## config.mk

```make
export PLATFORM = sky130hd
export DESIGN_NAME = moore_1011_detector_flat
export DESIGN_NICKNAME = d
export VERILOG_FILES = /design/src/rtl/moore_1011_pkg.sv /design/src/rtl/moore_1011_detector_if.sv /design/src/rtl/moore_1011_sat_cnt.sv /design/src/rtl/moore_1011_detector.sv /design/src/flat_wrapper.sv
export SDC_FILE = /design/constraint.sdc
export NUM_CORES = 1
export LEC_CHECK = 0
export ABC_CLOCK_PERIOD_IN_PS = 1550
export BUFFER_PORTS_ARGS = -buffer_cell sky130_fd_sc_hd__buf_2
export CAP_MARGIN = 20
export CORE_AREA = 8 8 45 47
export CTS_CLUSTER_SIZE = 28
export DETAILED_ROUTE_END_ITERATION = 8
export DIE_AREA = 0 0 53 55
export HOLD_SLACK_MARGIN = 0.05
export SLEW_MARGIN = 40
export SYNTH_ARGS = -nofsm -noshare
export SYNTH_HDL_FRONTEND = slang
export SYNTH_SLANG_ARGS = --single-unit
```

## constraint.sdc

```tcl
create_clock -name clock -period 1.55 [get_ports clock]
set_clock_uncertainty 0.05 [all_clocks]
set_input_delay 0.0775 -clock clock [delete_from_list [all_inputs] [get_ports clock]]
set_output_delay 0.0775 -clock clock [all_outputs]
set_load 0.005 [all_outputs]
```

## src/rtl/moore_1011_pkg.sv

```systemverilog
// Shared types and constants for the 1011 Moore sequence detector.
package moore_1011_pkg;

    typedef enum logic [2:0] {
        S0    = 3'd0,
        S1    = 3'd1,
        S10   = 3'd2,
        S101  = 3'd3,
        S1011 = 3'd4
    } state_t;

    localparam logic [3:0] PATTERN = 4'b1011;

endpackage

```

## src/rtl/moore_1011_detector_if.sv

```systemverilog
// Serial bit in / detection flag out bundle for the 1011 detector.
// det_count is present only when MOORE_1011_CNT_EN is defined.
interface moore_1011_detector_if #(
    parameter int unsigned CNT_W = 8
);

    logic             sequence_in;
    logic             detector_out;
`ifdef MOORE_1011_CNT_EN
    logic [CNT_W-1:0] det_count;
`endif

    modport master (
        output sequence_in,
        input  detector_out
`ifdef MOORE_1011_CNT_EN
        ,
        input  det_count
`endif
    );

    modport slave (
        input  sequence_in,
        output detector_out
`ifdef MOORE_1011_CNT_EN
        ,
        output det_count
`endif
    );

    // A zero-width counter cannot be built.
    if (CNT_W == 0) begin : g_bad_cnt_w
        $error("moore_1011_detector_if: CNT_W must be at least 1");
    end

endinterface

```

## src/rtl/moore_1011_sat_cnt.sv

```systemverilog
// Saturating up-counter: counts inc pulses, sticks at all-ones, cleared by async reset.
module moore_1011_sat_cnt #(
    parameter int unsigned CNT_W = 8
) (
    input  logic             clock,
    input  logic             reset,
    input  logic             inc,
    output logic [CNT_W-1:0] count
);

    always_ff @(posedge clock or negedge reset) begin
        if (!reset) begin
            count <= '0;
        end else if (inc && (count != '1)) begin
            count <= count + CNT_W'(1);
        end
    end

endmodule

```

## src/rtl/moore_1011_detector.sv

```systemverilog
// Moore FSM flagging each (overlapping) occurrence of 1011 on a serial bit stream.
// Optional saturating detection counter enabled by MOORE_1011_CNT_EN.
module moore_1011_detector
    import moore_1011_pkg::*;
#(
    parameter int unsigned CNT_W = 8
) (
    input  logic                  clock,
    input  logic                  reset,
    moore_1011_detector_if.slave  bus
);

    state_t state;
    state_t next_state;
    logic   det_q;

    // State register; det_q mirrors (state == S1011) as a dedicated flop.
    always_ff @(posedge clock or negedge reset) begin
        if (!reset) begin
            state <= S0;
            det_q <= 1'b0;
        end else begin
            state <= next_state;
            det_q <= (next_state == S1011);
        end
    end

    // Next state; unused codes 5..7 fall back to S0.
    always_comb begin
        next_state = S0;
        case (state)
            S0:      next_state = (bus.sequence_in == PATTERN[3]) ? S1    : S0;
            S1:      next_state = (bus.sequence_in == PATTERN[2]) ? S10   : S1;
            S10:     next_state = (bus.sequence_in == PATTERN[1]) ? S101  : S0;
            S101:    next_state = (bus.sequence_in == PATTERN[0]) ? S1011 : S10;
            S1011:   next_state = bus.sequence_in ? S1 : S10;
            default: next_state = S0;
        endcase
    end

    assign bus.detector_out = det_q;

`ifdef MOORE_1011_CNT_EN
    logic hit;
    assign hit = (next_state == S1011);

    moore_1011_sat_cnt #(
        .CNT_W (CNT_W)
    ) u_sat_cnt (
        .clock (clock),
        .reset (reset),
        .inc   (hit),
        .count (bus.det_count)
    );
`endif

    if (CNT_W == 0) begin : g_bad_cnt_w
        $error("moore_1011_detector: CNT_W must be at least 1");
    end

endmodule

```

## src/flat_wrapper.sv

```systemverilog
// flat-port wrapper written by rule: the top's interface ports become plain ports
module moore_1011_detector_flat import moore_1011_pkg::*;
#(
    parameter int unsigned CNT_W = 8
)
  (clock, reset, bus_sequence_in, bus_detector_out);
  moore_1011_detector_if #(.CNT_W(CNT_W)) bus_i ();
  input  logic clock;
  input  logic reset;
  input wire logic [$bits(bus_i.sequence_in)-1:0] bus_sequence_in;
  output wire logic [$bits(bus_i.detector_out)-1:0] bus_detector_out;
  assign bus_i.sequence_in = bus_sequence_in;
  assign bus_detector_out = bus_i.detector_out;
  moore_1011_detector #(.CNT_W(CNT_W)) u_core (.clock(clock), .reset(reset), .bus(bus_i));
endmodule
```

==> results by group <==
Critical path
  • Worst reg2reg setup slack: 0.39 ns
  • Crit-path cells: or4b_1 -> o221ai_1
  • CP max-delay cell: or4b_1
  • CP endpoint kind: flip-flop
  • WP data required: 1.63 ns
  • CP peak stage delay: 0.51 ns
  • Crit path max fanout: 6
  • Startpoint Class: flip-flop
  • Crit Path Category: flip-flop to flip-flop
  • Arr. time, crit path: 1.24 ns

Synthesis
  • Top post-synthesis cells by count: 4 x dfrtp_1, 3 x nor2_1
  • Mapped Area: ~160 sq um
  • EDFF count, synth: 0
  • Ys async rst share: 100.0%
  • Register area share after synthesis: between 60% and 70%
  • Mapped Nets: 17
  • Synth warn: 0
  • Synth Flop Type: dfrtp_1
  • Leading area contributor after synthesis: dfrtp_1
  • Top-count cell post-synth: dfrtp_1
  • Mean Syn Cell Area: 11.53 sq um
  • Synth top area share: 62.02%
  • Synth Instances: 14
  • Post-synth cell types: 9
  • Synth area leaders: dfrtp_1 62%, nor2_1 7.0%, or4b_1 6.2%, o221ai_1 5.4%, nand3b_1 4.7%
  • #FFs+latches synth: 4

STA
  • Final Hold Viols: 0
  • Final period utilization: approximately three quarters
  • Unrepaired setup endpoints after global routing: no
  • Worst Tran Pin Value: around 0.19 ns
  • Fmax: 0.8629 GHz
  • Hold slack: 0.05549 ns
  • Max-slew headroom: 87.65%
  • Period minus WS final: roughly 1.2 ns
  • Slew Viols, Final: 0
  • Setup TNS: 0 ns
  • Setup violations, final: 0

Pwr
  • PD cells: roughly 1200 nW/um^2
  • Maximum vdd ir drop: 0.0002649 V
  • Leakage: 0.1065 nW

Run
  • Max Cap Violations: 0

Floorplan
  • Die area: 2915 sq um
  • Core Area: 1384 sq um
  • Chip Height: roughly 55 microns
  • Chip width: 53 microns
  • Top Ports: 4
  • FP Rows: 14
  • Initial core utilization: 11.66%

Layout
  • Fillcell total: 160
  • Area Growth Syn to Fin: 41.86%
  • Final core occ: 16.55%
  • Layout cell share with drive strength beyond 1: 28.57%
  • Cell area after layout: 229.0 sq um
  • Layout net count: 26
  • Antenna diode count: 0
  • Final std cells w/o fill: 37

Clocking
  • Clk_lat worst skew: 0.23 ns
  • Clock root buffer: clkbuf_4
  • CTS resizes: 0
  • Clock Tree Buf Depth: 2
  • Clock Pin Slew Worst Setup and Hold Paths: 0.04 ns
  • CTS tree: done
  • Hold_buf cts: 1
  • Clk sinks: 4
  • CTS buffer count: 3
  • Post-CTS Setup Inserts: 0
  • H-Tree Depth: 1

Place
  • Placed cell count: 33
  • RePlAce Congestion: 0.6694
  • Dpl cell area: approximately 200 sq um
  • I/O Buffers: 3
  • Post-DP HPWL: between 200 and 300 microns

Routing
  • Drt wl/cell: 8.865 microns
  • DR vias: between 100 and 150
  • DR pass1 iterations: 4
  • DRT antenna net count: 0
  • Iteration-0 DRC Markers: 2
  • Vias/cell: 3.324
  • Total routed wirelength: 328 microns
  • DRC viols: 0

Worst hold path
  • Worst min path class: primary input to flip-flop

GRT
  • First-pass GRT wire length: between 500 and 600 microns
  • Largest net degree at the start of global routing: 7
  • Grt ovf: 0
  • Initial antenna violation count: 0
  • GRT Total Usage: 3.178%
  • Vias in the first global route: about 140

Run status
  • Status: complete, no violations
==> through the flow <==
| step | worst slack, ns | total power, mW |
|---|---|---|
| detailed placement | 0.3955 | 0.1446 |
| finish | 0.3912 | 0.2688 |
| global route | 0.3402 | 0.2858 |
| CTS | 0.3832 | 0.2787 |
| global placement | 0.4100 | 0.1429 |
| floorplan | 0.4563 | 0.1337 |
==> critical path: cells and delay by family, from the launching register on <==
family	cells	cell delay, ns
flip-flops	1	0.42
AND/OR/NAND/NOR	1	0.51
AO/OA/AOI/OAI	1	0.09
==> sequential cells by signal, summed over array words and instances, names as in the netlist <==
| name | count |
|---|---|
| u_core.bus.detector_out | 1 |
| u_core.state | 3 |
==> where the power goes <==
part	internal [mW]	switching [mW]	total (mW)	leakage (nW)
registers	0.113	0.00785	0.121	0.0522
logic	0.0127	0.0109	0.0236	0.0405
clock network	0.0863	0.0382	0.124	0.0138
==> cells by family (layout without fill, tap and decap cells) <==
group / after synthesis / after routing / synth area share [%]
AOI/OAI and AO/OA: 3 / 3 / 13.18
buffers and inverters: 1 / 8 / 2.323
DFF: 4 / 4 / 62.02
and+or+nand+nor: 6 / 6 / 22.48
==> cell usage in the layout, fill, tap and decap left out <==
| cell | synthesis | final |
|---|---|---|
| dlygate4sd3_1 | 0 | 1 |
| inv_1 | 1 | 1 |
| or2b_1 | 1 | 1 |
| clkbuf_4 | 0 | 3 |
| nand3b_1 | 1 | 1 |
| o221ai_1 | 1 | 1 |
| o21a_1 | 1 | 1 |
| a21oi_1 | 1 | 1 |
| nor2_1 | 3 | 3 |
| buf_2 | 0 | 3 |
| dfrtp_1 | 4 | 4 |
| or4b_1 | 1 | 1 |
==> per-layer routing <==
metal / routed length, microns / global-route usage [%] / part of all wire (%)
met5: 0 / 0 / 0
met4: 0 / 5.172 / 0
met2: 158 / 4.102 / 48
met3: 32 / 2.674 / 9.8
met1: 138 / 2.297 / 42
==> area by class of cell <==
type	instances	area (sq um)	area share, %
sequential	4	100.1	43.72
multi-input combinational	9	57.56	25.14
timing repair buffer	4	25.02	10.93
clock buffer	3	22.52	9.836
tap	16	20.02	8.743
inverter	1	3.754	1.639
==> path summary, 6_finish.rpt <==
kind | start | to | cells after the start
min in group asynchronous | reset | u_core.bus.detector_out$_DFF_PN0_ | 2
max in group asynchronous | reset | u_core.state[1]$_DFF_PN0_ | 2
worst min register to register | u_core.state[0]$_DFF_PN0_ | u_core.bus.detector_out$_DFF_PN0_ | 2
worst max-delay path | u_core.state[0]$_DFF_PN0_ | u_core.state[1]$_DFF_PN0_ | 2
worst max register to register | u_core.state[0]$_DFF_PN0_ | u_core.state[1]$_DFF_PN0_ | 2
worst min-delay path | bus_sequence_in | u_core.state[0]$_DFF_PN0_ | 2
(Power assumes the default switching activity.)
